===== src/rtl/fwd_hazard_unit.sv =====
// Operand forwarding and load-use/memory hazard control for the RV32I pipeline.
// A shadow pipeline of {we, rd, ld} entries mirrors EX through the last forwarding stage.
module fwd_hazard_unit #(
    parameter int REG_AW     = 5,
    parameter int NUM_SRC    = 2,
    parameter int FWD_STAGES = 2,
    parameter int LOAD_STAGE = 2,
    parameter int CNT_W      = 32,
    parameter int SEL_W      = $clog2(FWD_STAGES + 1)
) (
    input  logic                        clk,
    input  logic                        rst_n,
    input  logic                        id_valid,
    input  logic [NUM_SRC*REG_AW-1:0]   id_rs,
    input  logic [REG_AW-1:0]           id_rd,
    input  logic                        id_regwrite,
    input  logic                        id_is_load,
    input  logic                        flush,
    input  logic                        mem_busy,
    output logic [NUM_SRC*SEL_W-1:0]    fwd_sel,
    output logic                        id_stall,
    output logic                        pipe_freeze,
    output logic [CNT_W-1:0]            stall_count
);

    logic [FWD_STAGES:0] e_we;
    logic [FWD_STAGES:0] e_ld;
    logic [REG_AW-1:0]   e_rd  [FWD_STAGES+1];
    logic [REG_AW-1:0]   ex_rs [NUM_SRC];
    logic                hazard;
    logic                insert_bubble;
    logic                unused_ld;

    // The oldest entry's load flag is only ever shifted out.
    assign unused_ld = e_ld[FWD_STAGES];

    // Scan from the oldest stage down so the youngest matching producer wins.
    always_comb begin
        fwd_sel = '0;
        for (int unsigned i = 0; i < NUM_SRC; i++) begin
            for (int unsigned k = FWD_STAGES; k >= 1; k--) begin
                if (e_we[k] && (e_rd[k] != '0) && (e_rd[k] == ex_rs[i])) begin
                    fwd_sel[i*SEL_W +: SEL_W] = SEL_W'(k);
                end
            end
        end
    end

    always_comb begin
        hazard = 1'b0;
        for (int unsigned i = 0; i < NUM_SRC; i++) begin
            for (int unsigned k = 0; k + 1 < LOAD_STAGE; k++) begin
                if (id_valid && (id_rs[i*REG_AW +: REG_AW] != '0) && e_we[k] && e_ld[k]
                    && (e_rd[k] == id_rs[i*REG_AW +: REG_AW])) begin
                    hazard = 1'b1;
                end
            end
        end
    end

    assign id_stall      = hazard | mem_busy;
    assign pipe_freeze   = mem_busy;
    assign insert_bubble = hazard | flush | ~id_valid;

    always_ff @(posedge clk or negedge rst_n) begin
        if (!rst_n) begin
            e_we <= '0;
            e_ld <= '0;
            for (int unsigned k = 0; k <= FWD_STAGES; k++) e_rd[k] <= '0;
            for (int unsigned i = 0; i < NUM_SRC; i++) ex_rs[i] <= '0;
        end else if (!mem_busy) begin
            for (int unsigned k = 1; k <= FWD_STAGES; k++) begin
                e_we[k] <= e_we[k-1];
                e_ld[k] <= e_ld[k-1];
                e_rd[k] <= e_rd[k-1];
            end
            if (insert_bubble) begin
                e_we[0] <= 1'b0;
                e_ld[0] <= 1'b0;
                e_rd[0] <= '0;
                for (int unsigned i = 0; i < NUM_SRC; i++) ex_rs[i] <= '0;
            end else begin
                e_we[0] <= id_regwrite;
                e_ld[0] <= id_is_load;
                e_rd[0] <= id_rd;
                for (int unsigned i = 0; i < NUM_SRC; i++) ex_rs[i] <= id_rs[i*REG_AW +: REG_AW];
            end
        end
    end

    always_ff @(posedge clk or negedge rst_n) begin
        if (!rst_n) begin
            stall_count <= '0;
        end else if (id_stall && (stall_count != '1)) begin
            stall_count <= stall_count + CNT_W'(1);
        end
    end

endmodule


===== config.mk =====
export PLATFORM = sky130hd
export DESIGN_NAME = fwd_hazard_unit
export DESIGN_NICKNAME = d
export VERILOG_FILES = /design/src/rtl/fwd_hazard_unit.sv
export SDC_FILE = /design/constraint.sdc
export NUM_CORES = 1
export LEC_CHECK = 0
export CAP_MARGIN = 20
export CORE_ASPECT_RATIO = 1.75
export CORE_UTILIZATION = 41
export CTS_BUF_LIST = sky130_fd_sc_hd__clkbuf_8 sky130_fd_sc_hd__clkbuf_16
export DETAILED_ROUTE_END_ITERATION = 10
export PLACE_DENSITY = 0.66
export RECOVER_POWER = 25
export SLEW_MARGIN = 10
export SYNTH_ARGS = -nofsm -noshare
export SYNTH_HDL_FRONTEND = slang
export SYNTH_SLANG_ARGS = --single-unit
export TNS_END_PERCENT = 30

===== constraint.sdc =====
create_clock -name clk -period 5.1 [get_ports clk]
set_clock_uncertainty 0.15 [all_clocks]
set_input_delay 0.765 -clock clk [delete_from_list [all_inputs] [get_ports clk]]
set_output_delay 0.765 -clock clk [all_outputs]
set_load 0.02 [all_outputs]

# --- Yosys cells after proc, flatten, opt, wreduce, memory -nomap -nowiden ---
# Cells that the tools add are included.
classes:
  mul: 0
  bitwise: 4
  magnitude_cmp: 0
  n_addsub: 1
  muxes: 10
  div: 0
  n_eq_ne: 7
  reduce_logical: 19
  n_shift: 0
op_table:
  columns: ["op", "n"]
  rows:
  - ["$add 32x1->32 const B", 1]
  - ["$ne 32x32->1 const B", 1]
  - ["$eq 5x5->1", 6]
  - ["$reduce_bool 5->1", 4]
  - ["$logic_and 1x1->1", 15]
  - ["$mux 10", 1]
  - ["$mux 2", 4]
  - ["$mux 5", 1]
  - ["$mux 1", 4]
  - ["$or 1x1->1", 3]
  - ["$not 1->1", 1]
totals:
  latchBits: 0
  mem_bits_ro: 0
  out_inout_bits: 38
  mem_bits_rw: 0
  ff_bits: 61
  n_memories: 0

# --- Logic depth before layout (Yosys ltp) ---
# Gate-level depths: netlist of the first run.
depth:
  word_depth: 10
  depth_mapped: 9
  depth_no_buf: 7

# --- Worst setup path before layout of the first run ---
# Ideal clock, no wire load.
synth_timing:
  path_type: "register -> output"
  startpoint: "register e_rd[6] (netlist bit)"
  endpoint: "output fwd_sel[1]"
  stages_incl_launch_ff: 5
  n_path_buf: 0
  t_arrival_ns: 2.023
  setup_slack_ns: 2.162
  path_cell_list: "dfrtp_1 or4_1 o21ai_0 nor4_1 nor4_1"
synth_via:
  elab_chain_cells: 4
  elab_cells_between_ends: 5
synth_lines:
  columns: ["item", "line_no", "text"]
  rows:
  - ["from (decl)", "28", "logic [REG_AW-1:0] e_rd [FWD_STAGES+1];"]
  - ["from (signal, indexed assignment)", "75", "e_rd[k] <= e_rd[k-1];"]
  - ["$reduce_bool 5->1", "42", "if (e_we[k] && (e_rd[k] != '0) && (e_rd[k] == ex_rs[i])) begin"]
  - ["$logic_and 1x1->1", "42", null]
  - ["$logic_and 1x1->1 *", "42", null]
  - ["$mux 2 *", "42", null]
  - ["to (decl)", "20", "output logic [NUM_SRC*SEL_W-1:0] fwd_sel,"]
# Mark *: on every way between the ends. The rest lies on a longest branch, timed or not.

# --- Worst setup path after layout of the first run ---
layout_timing:
  startpoint: "input id_rs[5]"
  endpoint: "output id_stall"
layout_via:
  elab_chain_cells: 7
  elab_cells_between_ends: 8
layout_lines:
  columns: ["item", "line_no", "text"]
  rows:
  - ["from (decl)", "14", "input logic [NUM_SRC*REG_AW-1:0] id_rs,"]
  - ["$reduce_bool 5->1", "53", "if (id_valid && (id_rs[i*REG_AW +: REG_AW] != '0) && e_we[k] && e_ld[k]"]
  - ["$logic_and 1x1->1 (3 in series)", "53", null]
  - ["$logic_and 1x1->1 *", "54", "&& (e_rd[k] == id_rs[i*REG_AW +: REG_AW])) begin"]
  - ["$mux 1 *", "53", null]
  - ["$or 1x1->1 *", "61", "assign id_stall = hazard | mem_busy;"]
  - ["to (decl)", "21", "output logic id_stall,"]
# Marks and branches as above.

==> results.toml, run 1 <==
[yosys]
synth_compound_gate_area_share_pct = 7.08
synth_fa_ha_area_share_pct = 0.411
post_synth_main_area_contributors = "dfrtp_1 (50%), xnor2_1 (8.9%), xor2_1 (7.5%)"
synth.yosys.warnings = 0
syn_inst = 262
synth_nets = 285
syn_area_per_cell_um2 = 11.6
xor_xnor_portion_of_the_synthesized_cell_area_pct = 17.5
synth.yosys.seq_area_share_pct = 50.2
synth_flop_cell = "dfrtp_1"
synth_cell_types = 39
main_combinational_cell_family_by_area_after_synthesis = "simple AND/OR/NAND/NOR gates"
netlist_area_um2 = 3040
synth.mux.area_fraction_pct = 4.81
netlist.area_leader.share_pct = 50.2
synth-edff-count = 0
synth-simple-area-share_pct = 17.9
synth_async_sr_flop_share_pct = 100
ys_ff_latch = 61
netlist.top_cell.by_area = "dfrtp_1"

[floorplan]
die-height_um = 116
initial_core_util_pct = 42.4
die_area_um2 = 7780
design.core.area_um2 = 7180
dieWidth_um = 67.1
io-pin-count = 60
number_of_rows_in_the_core_area = 41

[min_path]
hold_path.startpoint = "stall_count[27]$_DFFE_PN0P_"
hold_depth = 1
hold_path_end = "stall_count[27]$_DFFE_PN0P_"
worstHoldPathType = "reg2reg"

[grt]
grt_pass1_wl_um = 12000
grt-ovfl-total = 0
grt_pass1_vias = 2407
pin_count_of_the_biggest_net_entering_global_routing = 62
grt_antenna_before_repair = 0
gr-usage-all-layers_pct = 21.0

[clocking]
cts.hold.buffers_added = 0
clkLatencyLatePin_ns = 0.32
htreeDepth = 3
clock_tree.buffer_depth = 2
cts_root_buf = "clkbuf_16"
cts_num_sinks = 61
post-cts-setup-buffer-count = 0
post_cts_resized = 0
cts_buffers = 9
tritoncts_clock_tree = "done"
clk_pin_slew_worst_paths_ns = 0.05

[layout]
final-seq-area_um2 = 1530
multi_input_comb_area_um2 = 1450
layout_commonest_cell = "dfrtp_1"
layout_common_cells = "dfrtp_1 (61), clkdlybuf4s50_1 (58), xnor2_1 (31)"
finish.cell_count_without_fillers = 416
final_layout_size_suffix_gt1_share_pct = 12.1
synthToLayoutAreaGrowth_pct = 32.3
final.fill_count = 649
final_design_area_no_fill_um2 = 4030
antenna_cells = 0
fin_nets = 348
final_core_util_pct = 56.0

[power_and_ir_drop]
fin_total_pwr_w = 0.00152
combinationalPowerShare_pct = 17.5
power_leakage_nw = 1.76
switching_power_w = 0.000398
switching_share_pct = 26.2
vdd_ir_drop_max_mv = 0.301
power_per_cell_area_nw_per_um2 = 378
part_of_the_total_power_dissipated_in_the_clock_network_pct = 42.6
seqPwrFrac_pct = 39.9
intPower_w = 0.00112

[timing]
final_hold_viol_count = 0
setup_viol_count_final = 0
grt_setup_unrepaired = "false"
layout_worst_path_cycle_share_pct = 81.5
tightestPinTransition_ns = 3.20
worst_slew_margin_rel_pct = -114
fin_setup_tns_ns = 0
timing.final.max_slew_violations = 62
timing_limited_maximum_frequency_mhz = 241
fin_crit_ns = 4.16

[run_status]
failed_checks = "capacitance limit, slew limit"
result_of_the_run = "complete, but fails checks"

[worst_setup_path]
worst-path-max-fanout = 11
regToRegStartpoint = "e_rd[14]$_DFFE_PN0N_"
cp.required_ns = 4.18
crit-reg2reg-capture = "ex_rs[6]$_DFFE_PN0N_"
startpoint_type = "input pin"
worst-endpoint-arrival_ns = 3.24
timing.reg2reg.setup_slack_ns = 2.30
critical_path.endpoint_type = "primary output"
worst_r2r_path_depth = 7
timing.setup.critical_path_class = "in2out"

[run]
max-cap-violations = 1

[placed_design]
portBuffers = 59
place_hpwl_um = 5080
post_detailed_placement_cell_area_um2 = 3690
routabilityCongestion = 0.865
placedCellCount = 399

[routing]
post-route-drc-count = 0
final_antenna_net_count = 0
wl_per_cell_um = 17.6
vias = 2344
drtIter0Drc = 164
first_pass_iters = 4
vias_per_cell = 5.63
postRouteWirelength_um = 7310
-- cell families after synthesis --
| logic type | Yosys count |
|---|---|
| DFF | 61 |
| adders and majority gates | 1 |
| and+or+nand+nor | 91 |
| xor gates and xnor gates | 59 |
| buffers and inverters | 12 |
| muxes | 13 |
| AOI/OAI and AO/OA | 25 |
-- registers in the layout (all words and copies together), names as in the netlist --
name and count:
e_ld 1, e_we 3, e_rd 15, stall_count 32, ex_rs 10
-- per-layer routing --
metal / wire [um] / up-vias / global-route usage, %
met5: 0 / - / 0
met1: 2970 / 1172 / 24.4
met4: 180 / 0 / 9.93
met2: 3760 / 72 / 35.4
li1: - / 1085 / -
met3: 401 / 15 / 5.31
-- worst max path at each step --
stage | to | slack (ns) | from
5_1_grt | stall_count[3]$_DFFE_PN0P_ | 0.72 | rst_n
6_report | id_stall | 0.94 | id_rs[5]
4_1_cts | id_stall | 0.92 | id_rs[0]
2_1_floorplan | fwd_sel[1] | 2.16 | e_rd[6]$_DFFE_PN0N_
3_3_place_gp | id_stall | 0.96 | id_rs[0]
3_5_place_dp | id_stall | 0.92 | id_rs[0]
-- cell usage after synthesis, types with 2 or more instances --
master    instances
dfrtp_1          61
xnor2_1          31
xor2_1           26
nand2_1          19
nand3_1          18
a22o_1           16
mux2_2           13
nor4_1           11
and3_1            9
and4_1            7
nand4_1           7
nor2_1            4
nor3_1            4
or4_1             4
clkbuf_1          3
buf_2             2
buf_4             2
o21ai_0           2
o41ai_1           2
xnor2_2           2
-- final cells by class --
cell class	instances	share of cell area (%)
clock buffers	11	6.28
flip-flops and latches	61	37.9
well taps	86	2.67
multi-input cells	189	36.1
inverters	2	0.187
repair buffers	62	15.0
clock inverters	5	1.87
-- power groups by stage --
stage          sequential (W)  combinational (W)  clock [W]
6_report             0.000607           0.000267   0.000648
5_1_grt              0.000616           0.000287   0.000688
4_1_cts              0.000605           0.000270   0.000664
3_5_place_dp         0.000611           0.000267          0
3_3_place_gp         0.000611           0.000265          0
2_1_floorplan        0.000638           0.000107          0
-- stage by stage --
step	hold slack (ns)	setup slack, ns
floorplan	0.319	2.16
global placement	0.325	0.962
detailed placement	0.328	0.919
CTS	0.341	0.915
global route	0.361	0.723
finish	0.341	0.942
-- worst max-delay path: stages --
cell and delay [ns]:
clkdlybuf4s50_1 0.47, o41ai_1 0.40, a211oi_1 0.17, nor3_2 0.64, inv_2 0.20, clkdlybuf4s50_1 0.59
(Power assumes the default switching activity.)
==> inputs of run 2 (changes only) <==
--- a/config.mk
+++ b/config.mk
@@ -10,7 +10,7 @@
 export CORE_UTILIZATION = 41
 export CTS_BUF_LIST = sky130_fd_sc_hd__clkbuf_8 sky130_fd_sc_hd__clkbuf_16
 export DETAILED_ROUTE_END_ITERATION = 10
-export PLACE_DENSITY = 0.66
+export PLACE_DENSITY = 0.68
 export RECOVER_POWER = 25
 export SLEW_MARGIN = 10
 export SYNTH_ARGS = -nofsm -noshare
==> constraint.sdc (replaced) <==
create_clock -name clk -period 3.66 [get_ports clk]
set_clock_uncertainty 0.15 [all_clocks]
set_input_delay 0.549 -clock clk [delete_from_list [all_inputs] [get_ports clk]]
set_output_delay 0.549 -clock clk [all_outputs]
set_load 0.02 [all_outputs]
==> run 2 against run 1 <==
The flow still finishes with violations (capacitance limit, slew limit). Die area unchanged. Design area decreased by 0.31%. Count of clock-buffer cells in the layout increased by 1. Clock power increased by 31%. Worst hold slack improved by 0.0038 ns. Critical endpoint unchanged. Highest routed layer unchanged.
==> results.toml, run 2 (synthesized netlist as in run 1, its figures left out) <==
[power_and_ir_drop]
switching_share_pct = 26.7
part_of_the_total_power_dissipated_in_the_clock_network_pct = 41.0
vdd_ir_drop_max_mv = 0.432
power_leakage_nw = 1.76
power_per_cell_area_nw_per_um2 = 514
intPower_w = 0.00151
seqPwrFrac_pct = 40.8
combinationalPowerShare_pct = 18.2
switching_power_w = 0.000552

[clocking]
cts_buffers = 9
post_cts_resized = 0
tritoncts_clock_tree = "done"
post-cts-setup-buffer-count = 0
clk_pin_slew_worst_paths_ns = 0.05
clock_tree.buffer_depth = 2
clkLatencyLatePin_ns = 0.32
cts_num_sinks = 61
cts_root_buf = "clkbuf_16"
cts.hold.buffers_added = 0
htreeDepth = 3

[placed_design]
portBuffers = 59
place_hpwl_um = 5580
routabilityCongestion = 0.882
post_detailed_placement_cell_area_um2 = 3710

[grt]
grt-ovfl-total = 0
grt_pass1_wl_um = 12400
pin_count_of_the_biggest_net_entering_global_routing = 36
grt_antenna_before_repair = 0
gr-usage-all-layers_pct = 22.2
grt_pass1_vias = 2467

[timing]
setup_viol_count_final = 0
fin_setup_tns_ns = 0
final_hold_viol_count = 0
tightestPinTransition_ns = 1.54
fin_crit_ns = 3.35
timing.final.max_slew_violations = 28
worst_slew_margin_rel_pct = -2.97
layout_worst_path_cycle_share_pct = 91.6
grt_setup_unrepaired = "false"
timing_limited_maximum_frequency_mhz = 298

[floorplan]
number_of_rows_in_the_core_area = 41
io-pin-count = 60
die_area_um2 = 7780
design.core.area_um2 = 7180
initial_core_util_pct = 42.4
dieWidth_um = 67.1
die-height_um = 116

[layout]
final_layout_size_suffix_gt1_share_pct = 12.4
layout_common_cells = "dfrtp_1 (61), clkdlybuf4s50_1 (58), xnor2_1 (31)"
most_flops_register = "stall_count"
reg.largest.list = "stall_count (32), e_rd (15), ex_rs (10)"
final_design_area_no_fill_um2 = 4010
antenna_cells = 0
largest_reg_flops = 32
multi_input_comb_area_um2 = 1450
layout_commonest_cell = "dfrtp_1"
final.fill_count = 660
synthToLayoutAreaGrowth_pct = 31.9
final-seq-area_um2 = 1530
fin_nets = 350

[routing]
postRouteWirelength_um = 7740
wl_per_cell_um = 18.6
vias_per_cell = 5.61
vias = 2333
drtIter0Drc = 86
first_pass_iters = 5
final_antenna_net_count = 0
post-route-drc-count = 0

[min_path]
worstHoldPathType = "reg2reg"

[worst_setup_path]
startpoint_type = "input pin"
timing.setup.critical_path_class = "in2out"
worst-endpoint-arrival_ns = 2.65
worst-path-max-fanout = 6
cp.required_ns = 2.96
critical_path.endpoint_type = "primary output"

[run]
max-cap-violations = 1

[run_status]
result_of_the_run = "complete, but fails checks"
failed_checks = "capacitance limit, slew limit"
run 2: cell count changes in the layout (fill, tap and decap cells not counted):
| cell | before | now |
|---|---|---|
| clkbuf_8 | 2 | 3 |
| clkbuf_2 | 0 | 1 |
| buf_2 | 1 | 0 |
| inv_1 | 3 | 2 |
| buf_4 | 1 | 3 |
| bufinv_16 | 2 | 1 |
| clkinvlp_4 | 1 | 0 |
run 2: stage by stage:
step           worst slack, ns  utilization, %  hold WS, ns  instances  total power, W
4_1_cts                  0.305            55.8        0.127        415         0.00209
3_5_place_dp             0.317            51.6        0.331        401         0.00123
6_report                 0.306            55.9        0.344        416         0.00206
5_1_grt                  0.243            55.9        0.365        416         0.00215
3_3_place_gp             0.351            51.6        0.330        401         0.00122
2_1_floorplan            0.938               -        0.103        262         0.00104
run 2: final cells by class:
type	instances	area share, %
inverters	2	0.187
repair buffers	64	15.4
clock buffers	12	6.64
flip-flops and latches	61	38.0
multi-input cells	189	36.2
well taps	86	2.68
clock inverters	2	0.842
run 2: path summary, 6_finish.rpt:
kind,from,endpoint,slack (ns),depth (start not counted)
max,id_rs[4],id_stall,0.31,7
min,stall_count[27]$_DFFE_PN0P_,stall_count[27]$_DFFE_PN0P_,0.34,1
max reg2reg,e_rd[10]$_DFFE_PN0N_,stall_count[16]$_DFFE_PN0P_,1.25,7
min reg2reg,stall_count[27]$_DFFE_PN0P_,stall_count[27]$_DFFE_PN0P_,0.34,1
max in group asynchronous,rst_n,stall_count[8]$_DFFE_PN0P_,1.31,2
min in group asynchronous,rst_n,ex_rs[5]$_DFFE_PN0N_,0.45,1
run 2: per-layer routing:
| metal | vias up | GRT usage [%] | part of all wire (%) |
|---|---|---|---|
| met2 | 71 | 40.1 | 54 |
| met3 | 18 | 5.22 | 5.2 |
| li1 | 1085 | - | - |
| met1 | 1159 | 23.0 | 37 |
| met5 | - | 0 | 0 |
| met4 | 0 | 10.9 | 3.3 |
run 2: power groups by stage:
| stage | clock network (W) | logic (W) | registers [W] |
|---|---|---|---|
| floorplan | 0 | 0.000150 | 0.000888 |
| finish | 0.000846 | 0.000375 | 0.000843 |
| detailed placement | 0 | 0.000377 | 0.000856 |
| global placement | 0 | 0.000371 | 0.000852 |
| CTS | 0.000865 | 0.000381 | 0.000846 |
| global route | 0.000889 | 0.000403 | 0.000859 |
run 2: worst max-delay path: stages:
cell	delay (ns)
clkdlybuf4s50_1	0.56
xnor2_2	0.13
nand2_1	0.08
a2111oi_2	0.47
nor3_2	0.09
inv_2	0.14
clkdlybuf4s50_1	0.62
